<file path="config.mk">
export PLATFORM = sky130hd
export DESIGN_NAME = axi_wr_queue
export DESIGN_NICKNAME = d
export VERILOG_FILES = /design/src/rtl/axi_wr_queue_pkg.sv /design/src/rtl/axi_wr_queue_wr_entry_ram.sv /design/src/rtl/axi_wr_queue.sv
export SDC_FILE = /design/constraint.sdc
export NUM_CORES = 1
export LEC_CHECK = 0
export ABC_AREA = 0
export CAP_MARGIN = 20
export CORE_MARGIN = 2
export CORE_UTILIZATION = 48
export CTS_CLUSTER_DIAMETER = 120
export DETAILED_ROUTE_END_ITERATION = 10
export GPL_TIMING_DRIVEN = 1
export PLACE_DENSITY = 0.76
export SLEW_MARGIN = 20
export SYNTH_ARGS = -nofsm -noshare
export SYNTH_HDL_FRONTEND = slang
export SYNTH_SLANG_ARGS = --single-unit
</file>
<file path="constraint.sdc">
create_clock -name clk -period 7.3 [get_ports clk]
set_input_delay 1.46 -clock clk [delete_from_list [all_inputs] [get_ports clk]]
set_output_delay 1.46 -clock clk [all_outputs]
set_load 0.05 [all_outputs]
</file>
<file path="src/rtl/axi_wr_queue_pkg.sv">
// rtl/axi_wr_queue_pkg.sv - shared AXI constants and write-entry type for axi_wr_queue
// Contents: BURST_INCR, RESP_* codes, LEN_SINGLE, wr_entry_t {addr, size, wstrb, wdata}.
package axi_wr_queue_pkg;

    localparam logic [1:0] BURST_INCR  = 2'b01;
    localparam logic [1:0] RESP_OKAY   = 2'b00;
    localparam logic [1:0] RESP_EXOKAY = 2'b01;
    localparam logic [1:0] RESP_SLVERR = 2'b10;
    localparam logic [1:0] RESP_DECERR = 2'b11;
    localparam logic [7:0] LEN_SINGLE  = 8'd0;

    typedef struct packed {
        logic [31:0] addr;
        logic [1:0]  size;
        logic [3:0]  wstrb;
        logic [31:0] wdata;
    } wr_entry_t;

endpackage

</file>
<file path="src/rtl/axi_wr_queue_wr_entry_ram.sv">
// rtl/axi_wr_queue_wr_entry_ram.sv - DEPTH-entry register file, one write port, two async read ports
// Ports: clk; we/waddr/wentry write port; aw_raddr/aw_rentry and w_raddr/w_rentry read ports.
// Storage is intentionally not reset: consumers qualify every read with a valid.
module wr_entry_ram
    import axi_wr_queue_pkg::*;
#(
    parameter int DEPTH = 4,
    parameter int IW    = $clog2(DEPTH)
) (
    input  logic          clk,
    input  logic          we,
    input  logic [IW-1:0] waddr,
    input  wr_entry_t     wentry,
    input  logic [IW-1:0] aw_raddr,
    output wr_entry_t     aw_rentry,
    input  logic [IW-1:0] w_raddr,
    output wr_entry_t     w_rentry
);

    wr_entry_t mem [DEPTH];

    always_ff @(posedge clk) begin
        if (we) begin
            mem[waddr] <= wentry;
        end
    end

    assign aw_rentry = mem[aw_raddr];
    assign w_rentry  = mem[w_raddr];

endmodule

</file>
<file path="src/rtl/axi_wr_queue.sv">
// rtl/axi_wr_queue.sv - queues SRAM-style writes and issues them as single-beat AXI writes
// Ports: clk, reset (async, active-high); SRAM side data_sram_* (req/wr/size/wstrb/addr/wdata in,
// addr_ok/data_ok out); AXI AW (awid..awvalid, awready), W (wid..wvalid, wready), B (bid, bresp,
// bvalid in, bready out). Macro AXI_WR_QUEUE_BRESP_ERR_EN adds sticky output wr_err.
module axi_wr_queue
    import axi_wr_queue_pkg::*;
#(
    parameter int         DEPTH  = 4,
    parameter logic [3:0] AXI_ID = 4'd1
) (
    input  logic        clk,
    input  logic        reset,
`ifdef AXI_WR_QUEUE_BRESP_ERR_EN
    output logic        wr_err,
`endif
    input  logic        data_sram_req,
    input  logic        data_sram_wr,
    input  logic [1:0]  data_sram_size,
    input  logic [3:0]  data_sram_wstrb,
    input  logic [31:0] data_sram_addr,
    input  logic [31:0] data_sram_wdata,
    output logic        data_sram_addr_ok,
    output logic        data_sram_data_ok,
    output logic [3:0]  awid,
    output logic [31:0] awaddr,
    output logic [7:0]  awlen,
    output logic [2:0]  awsize,
    output logic [1:0]  awburst,
    output logic [1:0]  awlock,
    output logic [3:0]  awcache,
    output logic [2:0]  awprot,
    output logic        awvalid,
    input  logic        awready,
    output logic [3:0]  wid,
    output logic [31:0] wdata,
    output logic [3:0]  wstrb,
    output logic        wlast,
    output logic        wvalid,
    input  logic        wready,
    input  logic [3:0]  bid,
    input  logic [1:0]  bresp,
    input  logic        bvalid,
    output logic        bready
);

    localparam int IW = $clog2(DEPTH);
    localparam int PW = IW + 1;

    // Pointers carry a wrap bit so that full and empty are distinguishable.
    logic [PW-1:0] wr_ptr, aw_ptr, w_ptr, b_ptr;
    logic [PW-1:0] occupancy;
    logic          full;
    logic          push, aw_hs, w_hs, b_hs;
    logic          data_ok_q;
    wr_entry_t     new_entry, aw_entry, w_entry;

    assign occupancy = wr_ptr - b_ptr;
    // full comes only from registered pointers, so a B handshake cannot open a slot in the same cycle.
    assign full      = (occupancy == PW'(DEPTH));
    assign push      = data_sram_req & data_sram_wr & ~full & ~reset;

    assign awvalid   = (aw_ptr != wr_ptr);
    assign wvalid    = (w_ptr != wr_ptr);
    // A response may only be taken for an entry whose address and data have both been sent.
    assign bready    = (b_ptr != aw_ptr) && (b_ptr != w_ptr);

    assign aw_hs     = awvalid & awready;
    assign w_hs      = wvalid & wready;
    assign b_hs      = bvalid & bready;

    assign new_entry = '{addr: data_sram_addr, size: data_sram_size,
                         wstrb: data_sram_wstrb, wdata: data_sram_wdata};

    wr_entry_ram #(.DEPTH(DEPTH), .IW(IW)) u_ram (
        .clk      (clk),
        .we       (push),
        .waddr    (wr_ptr[IW-1:0]),
        .wentry   (new_entry),
        .aw_raddr (aw_ptr[IW-1:0]),
        .aw_rentry(aw_entry),
        .w_raddr  (w_ptr[IW-1:0]),
        .w_rentry (w_entry)
    );

    always_ff @(posedge clk or posedge reset) begin
        if (reset) begin
            wr_ptr    <= '0;
            aw_ptr    <= '0;
            w_ptr     <= '0;
            b_ptr     <= '0;
            data_ok_q <= 1'b0;
        end else begin
            if (push)  wr_ptr <= wr_ptr + PW'(1);
            if (aw_hs) aw_ptr <= aw_ptr + PW'(1);
            if (w_hs)  w_ptr  <= w_ptr + PW'(1);
            if (b_hs)  b_ptr  <= b_ptr + PW'(1);
            data_ok_q <= b_hs;
        end
    end

`ifdef AXI_WR_QUEUE_BRESP_ERR_EN
    always_ff @(posedge clk or posedge reset) begin
        if (reset) begin
            wr_err <= 1'b0;
        end else if (b_hs && (bresp != RESP_OKAY)) begin
            wr_err <= 1'b1;
        end
    end
    logic unused_bid;
    assign unused_bid = ^bid;
`else
    logic unused_b;
    assign unused_b = ^{bid, bresp};
`endif

    assign data_sram_addr_ok = push;
    assign data_sram_data_ok = data_ok_q;

    assign awid    = AXI_ID;
    assign awaddr  = aw_entry.addr;
    assign awlen   = LEN_SINGLE;
    assign awsize  = {1'b0, aw_entry.size};
    assign awburst = BURST_INCR;
    assign awlock  = 2'b00;
    assign awcache = 4'd0;
    assign awprot  = 3'd0;

    assign wid     = AXI_ID;
    assign wdata   = w_entry.wdata;
    assign wstrb   = w_entry.wstrb;
    assign wlast   = 1'b1;

    logic unused_fields;
    assign unused_fields = ^{aw_entry.wstrb, aw_entry.wdata, w_entry.addr, w_entry.size};

endmodule

</file>
==> flow_summary_export.csv <==
group,metric,value,unit
die,ios,187,
die,initial_core_util,0.4897,
die,core_area,0.02271,mm²
global_routing,grt_pass1_vias,5522,
synthesis,synth_area_leader_cell,"edfxtp_1",
job,drv_cap,0,
clock_network,cts_buffer_depth,3,
critical_path,r2r_start,"wr_ptr[0]",
timing,maxSlewViolCount,0,
synthesis,seq_area_frac_synth,0.7853,
pwr,powerDensity,435.5,mW/mm²
cells_and_area,nFillCells,1529,
drt,detail_route.wl_per_cell,21.28,µm
synthesis,avgSynthCellArea,23.66,µm²
global_routing,gr-total-overflow,0,
critical_path,critPathLaunchType,"input port",
timing,setup_violations,0,
cells_and_area,nNetsFinal,734,
critical_path,criticalPathCategory,"in -> out",
drt,drt_pass1_iterations,4,
timing,slew_headroom,0.3254,
clock_network,htree_num_levels,1,
clock_network,insertion_delay,0.56,ns
clock_network,clk_pin_slew,0.06,ns
critical_path,critPathMaxFanout,6,
clock_network,cts_root_buf,"clkbuf_16",
global_routing,grt_pass1_wl,31010,µm
timing,finalCritPeriodShare,0.6688,
placement,placed_cells,894,
synthesis,synth-seq-cells,293,
die,dieArea,0.02440,mm²
critical_path,worst-r2r-setup-slack,4.04,ns
die,fp-row-count,55,
timing,fin_crit,4.882,ns
hold_path,min_path_cells,1,
pwr,ir_drop,0.0003689,V
clock_network,cts_sinks,293,
critical_path,r2r_cells,7,
clock_network,cts_resized,0,
hold_path,whs_endpoint,"w_ptr[2]",
placement,dp_hpwl,11930,µm
drt,finalWirelength,20260,µm
critical_path,worstSetupEndpointType,"primary output",
die,die_y,156.2,µm
drt,drt-initial-drc-count,286,
hold_path,worstHoldPathType,"reg -> reg",
timing,finalHoldViolCount,0,
clock_network,tritoncts,"built",
hold_path,min_from,"w_ptr[2]",
timing,rsz0062_at_grt,"false",
synthesis,synth.distinct_cells,24,
global_routing,antenna_found_initial,1,
clock_network,cts_made_buffers,30,
global_routing,grtUsageTotal,0.1703,
clock_network,cts_setup_buffers,0,
cells_and_area,final-instance-count-excl-fill,952,
timing,worst_pin_slew,1.012,ns
pwr,p_leak,0.004582,µW
global_routing,grt_start_max_net_pins,71,
drt,antenna_left,0,
drt,vias,5085,
timing,tns,0,ns
critical_path,r2r_end,"u_ram.mem[0][2]",
placement,gp_congestion,0.6899,
cells_and_area,layout-drive-gt1-share,0.2027,
synthesis,synth_top_area_frac,0.7561,
timing,holdWs,0.5473,ns
synthesis,synthTopCellsByArea,"edfxtp_1 76%, mux4_2 14%, dfrtp_1 2.9%, buf_4 2.0%, xnor2_1 1.4%",
drt,drc_errors,0,
cells_and_area,syn_to_final_growth,25.26,%
timing,clock_skew,0.02606,ns
critical_path,required,5.84,ns
status,outcome,"finished, final reports clean",
die,die_x,156.2,µm
clock_network,cts_hold_buf,0,
synthesis,yosysWarnings,0,
timing,fmax,204.8,MHz
placement,port_buffers,151,
synthesis,syn_area,0.01112,mm²
critical_path,worstPathArrival,3.42,ns
drt,viasPerCell,5.341,
synthesis,synthCells,470,
-- logic make-up after synthesis --
kind of cell | Yosys count | share of synthesized area
buffers and inverters | 50 | 0.02768
xor gates and xnor gates | 21 | 0.01654
and+or+nand+nor | 15 | 0.007201
AOI/OAI and AO/OA | 4 | 0.004502
other | 2 | 0.0006753
muxes | 76 | 0.1480
DFF | 293 | 0.7853
adders and majority gates | 9 | 0.01013
-- worst max-delay path by stage --
stage,slack (ns),start,cells past startpoint,end
2_1_floorplan,1.23,reset,3,u_ram.mem[3][0]
3_3_place_gp,2.46,data_sram_req,4,data_sram_addr_ok
3_5_place_dp,2.44,data_sram_wr,4,data_sram_addr_ok
4_1_cts,2.43,data_sram_wr,4,data_sram_addr_ok
5_1_grt,2.36,data_sram_req,4,data_sram_addr_ok
6_report,2.42,data_sram_wr,4,data_sram_addr_ok
-- sequential cells by signal, summed over array words and instances, names as in the netlist --
| signal | flops |
|---|---|
| u_ram.mem | 280 |
| aw_ptr | 3 |
| b_ptr | 3 |
| w_ptr | 3 |
| wr_ptr | 3 |
| data_sram_data_ok | 1 |
-- per-stage QoR --
stage	power [µW]	setup slack, ns	instance area [µm²]	utilization
2_1_floorplan	3838	1.234	11220	-
3_3_place_gp	4505	2.455	12870	0.5667
3_5_place_dp	4545	2.444	12870	0.5667
4_1_cts	6139	2.425	13910	0.6124
5_1_grt	6304	2.357	13930	0.6133
6_report	6066	2.418	13930	0.6134
-- routing by layer --
metal  GRT usage  share of wire
met5           0              0
met4     0.04893          0.014
met3     0.04874          0.075
met2      0.2975           0.52
met1      0.2088           0.39
-- layout make-up --
type / count / area [µm²] / share of cell area
diodes: 1 / 2.502 / 0.0001796
clock buffers: 34 / 765.7 / 0.05497
clock inverters: 22 / 271.5 / 0.01949
inverters: 5 / 18.77 / 0.001347
multi-input cells: 154 / 2200 / 0.1579
flip-flops and latches: 293 / 8738 / 0.6273
well taps: 285 / 356.6 / 0.02560
repair buffers: 158 / 1577 / 0.1132
-- cells in the final DEF (no fill, tap or decap) --
cell and instances:
clkbuf_16 30, clkinv_8 1, clkinvlp_4 2, edfxtp_1 280, dfrtp_1 9, inv_1 5
xor2_1 3, nand3_1 6, mux4_2 70, clkinv_1 7, buf_4 6, conb_1 29
mux2i_1 2, bufinv_16 6, xnor2_1 18, nand2_1 4, o21a_1 1, nor2b_1 1
clkdlybuf4s50_1 151, diode_2 1, mux2_4 1, a31oi_4 1, ha_1 9, a311oi_4 1
clkinv_4 1, o211a_1 1, buf_12 1, nand4_1 1, mux2_2 3, and2_4 3
clkbuf_1 4, clkinv_2 5, dfrtp_2 4
-- critical path, stage by stage --
cell and delay, ns:
clkdlybuf4s50_1 0.50, nand2_1 0.09, a311oi_4 0.44, clkdlybuf4s50_1 0.92
-- cell usage after synthesis --
cell type  instances
a311oi_4           1
a31oi_1            1
and2_2             3
buf_1              3
buf_2              9
buf_4             29
clkbuf_1           4
conb_1             2
dfrtp_1           13
edfxtp_1         280
ha_1               9
inv_1              5
mux2_2             3
mux2_4             1
mux2i_1            2
mux4_2            70
nand2_1            4
nand3_1            6
nand4_1            1
nor2b_1            1
o211a_1            1
o21a_1             1
xnor2_1           18
xor2_1             3
-- power breakdown --
group	total [µW]	switching, µW	internal [µW]
Clock	1580	613	964
Combinational	2300	1380	916
Sequential	2190	199	1990
(Power assumes the default switching activity.)
